<file path="config.mk">
export PLATFORM = sky130hd
export DESIGN_NAME = retire_trace_buffer
export DESIGN_NICKNAME = d
export VERILOG_FILES = /design/src/rtl/retire_trace_buffer.sv
export SDC_FILE = /design/constraint.sdc
export NUM_CORES = 2
export LEC_CHECK = 0
export BUFFER_PORTS_ARGS = -buffer_cell sky130_fd_sc_hd__buf_2
export CAP_MARGIN = 25
export CELL_PAD_IN_SITES_DETAIL_PLACEMENT = 1
export CELL_PAD_IN_SITES_GLOBAL_PLACEMENT = 1
export CORE_MARGIN = 3
export CORE_UTILIZATION = 35
export DETAILED_ROUTE_END_ITERATION = 8
export PLACE_DENSITY_LB_ADDON = 0.1
export SLEW_MARGIN = 20
export SYNTH_ARGS = -nofsm -noshare
export SYNTH_HDL_FRONTEND = slang
export SYNTH_SLANG_ARGS = --single-unit
</file>
<file path="constraint.sdc">
create_clock -name clk -period 22.3 [get_ports clk]
set_clock_uncertainty 0.15 [all_clocks]
set_input_delay 4.46 -clock clk [delete_from_list [all_inputs] [get_ports clk]]
set_output_delay 4.46 -clock clk [all_outputs]
set_load 0.01 [all_outputs]
</file>
<file path="src/rtl/retire_trace_buffer.sv">
// retire_trace_buffer: mode-filtered, optionally PC-triggered capture of retire records
// into a FIFO drained over valid/ready. Pure observer: it never back-pressures the core.
`default_nettype none

module retire_trace_buffer #(
   parameter int XLEN         = 32,
   parameter int DEPTH        = 16,
   parameter bit STOP_ON_FULL = 1'b1
) (
   input  logic                     clk,
   input  logic                     reset,
   input  logic                     ret_valid,
   input  logic [XLEN-1:0]          ret_pc,
   input  logic [31:0]              ret_instr,
   input  logic [4:0]               ret_rd,
   input  logic [XLEN-1:0]          ret_result,
   input  logic                     ret_regwrite,
   input  logic                     ret_memwrite,
   input  logic [XLEN-1:0]          ret_mem_addr,
   input  logic [XLEN-1:0]          ret_mem_wdata,
   input  logic [1:0]               mode,
   input  logic                     arm,
   input  logic                     trig_en,
   input  logic [XLEN-1:0]          trig_pc,
   output logic                     out_valid,
   input  logic                     out_ready,
   output logic [XLEN-1:0]          out_pc,
   output logic [31:0]              out_instr,
   output logic [XLEN-1:0]          out_data,
   output logic [XLEN-1:0]          out_addr,
   output logic [4:0]               out_rd,
   output logic [1:0]               out_kind,
   output logic [$clog2(DEPTH):0]   level,
   output logic [15:0]              drop_cnt,
   output logic [1:0]               state
);

   localparam int AW = $clog2(DEPTH);
   localparam int EW = 3*XLEN + 32 + 5 + 2;

   typedef enum logic [1:0] {
      S_IDLE    = 2'b00,
      S_ARMED   = 2'b01,
      S_CAPTURE = 2'b10,
      S_FROZEN  = 2'b11
   } state_t;

   state_t          state_q;
   logic [EW-1:0]   mem_q [DEPTH];
   logic [AW-1:0]   wr_ptr_q, rd_ptr_q;
   logic [AW:0]     level_q;
   logic [15:0]     drop_q;
   logic [XLEN-1:0] prev_pc_q;
   logic            prev_pc_valid_q;

   logic            cflow, mode_hit, trig_hit, eligible, full, pop, push, drop;
   logic [1:0]      kind;
   logic [EW-1:0]   rec, head;

   always_comb begin
      cflow = prev_pc_valid_q && (ret_pc != prev_pc_q + XLEN'(4));
      case (mode)
         2'b00:   mode_hit = 1'b1;
         2'b01:   mode_hit = ret_regwrite && (ret_rd != 5'd0);
         2'b10:   mode_hit = ret_memwrite;
         default: mode_hit = cflow;
      endcase
      // The record that matches the trigger PC is itself a capture candidate.
      trig_hit = (state_q == S_ARMED) && ret_valid && (ret_pc == trig_pc);
      eligible = ret_valid && !arm && mode_hit && ((state_q == S_CAPTURE) || trig_hit);
      full     = (level_q == (AW+1)'(DEPTH));
      pop      = out_valid && out_ready;
      push     = eligible && (!full || pop);
      drop     = eligible && full && !pop && !STOP_ON_FULL;
      if (ret_memwrite)      kind = 2'b01;
      else if (cflow)        kind = 2'b10;
      else if (ret_regwrite) kind = 2'b00;
      else                   kind = 2'b11;
      rec  = {ret_pc, ret_instr,
              ret_memwrite ? ret_mem_wdata : ret_result,
              ret_memwrite ? ret_mem_addr  : {XLEN{1'b0}},
              ret_rd, kind};
      head = out_valid ? mem_q[rd_ptr_q] : {EW{1'b0}};
   end

   assign out_valid = (level_q != '0);
   assign {out_pc, out_instr, out_data, out_addr, out_rd, out_kind} = head;
   assign level     = level_q;
   assign drop_cnt  = drop_q;
   assign state     = state_q;

   always_ff @(posedge clk) begin
      if (push) mem_q[wr_ptr_q] <= rec;
   end

   always_ff @(posedge clk or posedge reset) begin
      if (reset) begin
         state_q         <= S_IDLE;
         wr_ptr_q        <= '0;
         rd_ptr_q        <= '0;
         level_q         <= '0;
         drop_q          <= '0;
         prev_pc_q       <= '0;
         prev_pc_valid_q <= 1'b0;
      end else begin
         if (ret_valid) begin
            prev_pc_q       <= ret_pc;
            prev_pc_valid_q <= 1'b1;
         end
         if (arm) begin
            wr_ptr_q <= '0;
            rd_ptr_q <= '0;
            level_q  <= '0;
            drop_q   <= '0;
            state_q  <= trig_en ? S_ARMED : S_CAPTURE;
         end else begin
            if (push) wr_ptr_q <= wr_ptr_q + AW'(1);
            if (pop)  rd_ptr_q <= rd_ptr_q + AW'(1);
            level_q <= level_q + (AW+1)'(push) - (AW+1)'(pop);
            if (drop && (drop_q != 16'hFFFF)) drop_q <= drop_q + 16'd1;
            case (state_q)
               S_ARMED:   if (trig_hit) state_q <= S_CAPTURE;
               S_CAPTURE: if (full && STOP_ON_FULL) state_q <= S_FROZEN;
               default:   state_q <= state_q;
            endcase
         end
      end
   end

endmodule

`default_nettype wire

</file>
==> impl_results.md <==
* Post-Syn Instances at between 3,000 and 4,000
* Max frequency at between 90 and 100 MHz
* Most frequent cells in the layout: 2,160 x edfxtp_1, 675 x mux4_2, 348 x buf_2
* Crit-path max cell delay at between 0.8 and 0.9 ns
* Synth warn at 0
* Antenna Nets Post-Route at 0
* Clk_lat worst skew at 0.86 ns
* Leakage at 30.7 nW
* Final #Nets at roughly 4,300
* Worst slew margin at between 20% and 30%
* Initial antenna violation count at 31
* Arr. time, crit path at 6.32 ns
* Number of synthesized register bits at approximately 2,200
* CP Cell Sequence: buf_4 -> buf_4 -> buf_4 -> buf_12 -> mux4_2 -> mux4_2 -> and2_1 -> buf_2
* Required time worst endpoint at 17.69 ns
* Area added between synthesis and finish at 15.4%
* Reg2reg path depth at 12
* Mapped Avg Cell Area at 23.7 um2
* Switch share at a little over a quarter
* Ys flop type: edfxtp_1
* Largest area contributor in the netlist: edfxtp_1
* Port buffer count at around 350
* Final setup vio count at 0
* Hold Vio Cnt, Final at 0
* DR pass1 iterations at 7
* Final WL at 230,000 um
* DP Wirelength at 123,000 um
* Most frequent CP cell: buf_4
* Synth async-reset ratio at 2.17%
* Max-Cap Viols at 0
* Maximum root-to-sink buffer count at 3
* Root buf cell: clkbuf_16
* Tmin final at 10.93 ns
* Switch Pwr at approximately 2.7 mW
* Crit. End Element: primary output
* Hold path cells at 1
* Hold Path Sink: prev_pc_valid_q
* Final period util at 49.0%
* Max-slew violation count at 0
* DRC Markers at 0
* Gr usage total at between 10% and 20%
* CTS tree: yes
* Setup CP Type: flip-flop to primary output
* Slew @ Worst Pin at 1.05 ns
* Number of DRC markers in iteration 0 at around 3,700
* First-pass GRT wire length at between 300,000 and 400,000 um
* Peak VDD IR at slightly below 0.07 mV
* Setup TNS at 0 ns
* Post-cts sizing count at 0
* Crit path max-delay cell type: dfrtp_4
* Power per Cell Area at 105 mW/mm2
* Largest net degree at the start of global routing at 107
* Buffers plus inverters on the worst setup path at 5
* Library cells used by synthesis at 65
* Final Hold Slack at 0.327 ns
* Post-synth top area share at 75.3%
* # fillers at 22,500
* Num ports at 366
* Initial core utilization at a little over a third
* Status: completed
* Reg-to-Reg End: mem_q[5][57]
* Core ar. at between 0.2 and 0.25 mm2
* GRT Residual Overflow at 0
* Startpoint types: flip-flop
* Tightest Hold Check Type: flip-flop to flip-flop
* Synth top area cells: edfxtp_1 75%, mux4_2 18%, dfrtp_1 1.4%, and2_1 1.3%, mux2_2 0.81%
* Post-synth EDFFs at 2,160
* CTS HTree Levels at 4
* Post-CTS setup buffer count at 0
* Vias in the first global route at 43,800
* P_int at approximately 7.7 mW
* Die Y-Extent at 502 um
* Clock power share at 35.9%
* RePlAce Congestion at about 0.72
* Seq/Total Area, Yosys at 76.7%
* Vias/cell at 5.30
* Inserted Clock Buffers at 237
* # hold bufs at CTS at 0
* Via Count at 39,900
* Die width at 502 um
* Rows at 181
* DR WL/cell at 30.6 um
* Layout cells sized above 1 at 35.0%
* CP Max Fanout at 92
* Combinational share of power at 19.8%
* Hold Crit Start: prev_pc_valid_q
* Clk sink count at 2,208
* Crit path max-delay family: buffers and inverters
* Total power at 10.5 mW
* Commonest non-fill, non-tap cell in the layout: edfxtp_1
* Mapped Area at approximately 0.086 mm2
* RSZ-0062 raised after global routing: false
* Reg-to-Reg Start: prev_pc_q[2]
* Part of the power in registers at 44.3%
* Reg2reg setup slack at 15.73 ns
* Worst-path clk slew at 0.06 ns
* Overall die area at 0.252 mm2
## worst max path at each step
stage                 from            end  slack, ns  cells after the start
2_1_floorplan   ret_pc[17]    mem_q[0][0]       1.65                      9
3_3_place_gp    ret_pc[21]   mem_q[5][72]      11.17                     13
3_5_place_dp    ret_pc[21]   mem_q[5][72]      11.13                     13
4_1_cts        rd_ptr_q[0]   out_instr[4]      10.97                      8
5_1_grt        rd_ptr_q[0]  out_instr[10]      10.71                      8
6_report       rd_ptr_q[0]  out_instr[10]      11.37                      8
## logic make-up after synthesis
family | share of synthesized area [%]
flops | 76.7
mux | 18.5
simple gates | 2.36
buf+inv | 1.04
xor+xnor | 0.790
compound gates | 0.381
fa+ha+maj | 0.183
other cells | 0.00435
## power by group through the flow
stage / clock network (mW) / logic, mW / registers, mW
6_report: 3.75 / 2.07 / 4.63
3_3_place_gp: 0 / 2.15 / 4.72
2_1_floorplan: 0 / 1.42 / 4.69
3_5_place_dp: 0 / 2.15 / 4.72
5_1_grt: 4.05 / 2.25 / 4.64
4_1_cts: 3.87 / 2.16 / 4.64
## routing by layer
| metal | wire, um | up-vias | track usage [%] |
|---|---|---|---|
| met5 | 27 | - | 0 |
| li1 | - | 16400 | - |
| met2 | 112000 | 1039 | 29.7 |
| met1 | 103000 | 22100 | 26.2 |
| met3 | 10700 | 261 | 2.63 |
| met4 | 4000 | 4 | 3.85 |
## synth_stat cells, types with 6 or more instances
cell type / n
nor2_1: 20
mux4_2: 675
nor4b_1: 7
dfrtp_1: 48
ha_1: 11
buf_4: 16
mux2_2: 62
nor3_1: 7
and2_1: 178
o21ai_0: 13
xor2_1: 47
nand2_1: 20
clkbuf_1: 133
edfxtp_1: 2160
nand4_1: 11
nor2b_1: 8
nand2b_1: 6
o2111ai_1: 7
nand3_1: 17
a21oi_1: 8
nor4_1: 16
buf_1: 45
and3_1: 7
inv_1: 16
xnor2_1: 28
## cell type report
| cell class | count | area (um2) | share of cell area, % |
|---|---|---|---|
| clock buffer | 318 | 6320 | 6.36 |
| clock inverter | 122 | 1070 | 1.07 |
| antenna | 8 | 20.0 | 0.0201 |
| timing repair buffer | 430 | 2510 | 2.53 |
| inverter | 16 | 60.1 | 0.0604 |
| tap | 3202 | 4010 | 4.03 |
| sequential | 2208 | 66100 | 66.5 |
| multi-input combinational | 1220 | 19300 | 19.4 |
## metrics by stage
stage | area [um2] | util (%) | setup WS, ns | cells
2_1_floorplan | 86200 | - | 1.65 | 3645
3_3_place_gp | 91900 | 37.7 | 11.17 | 7075
3_5_place_dp | 91900 | 37.7 | 11.13 | 7075
4_1_cts | 99300 | 40.7 | 10.97 | 7515
5_1_grt | 99300 | 40.7 | 10.71 | 7518
6_report | 99400 | 40.7 | 11.37 | 7524
## registers in the layout, indices dropped and copies added, names as in the netlist
name / count
level: 5
state: 2
prev_pc_q: 32
wr_ptr_q: 4
mem_q: 2160
rd_ptr_q: 4
prev_pc_valid_q: 1
Power figures use the tool's default switching activity.
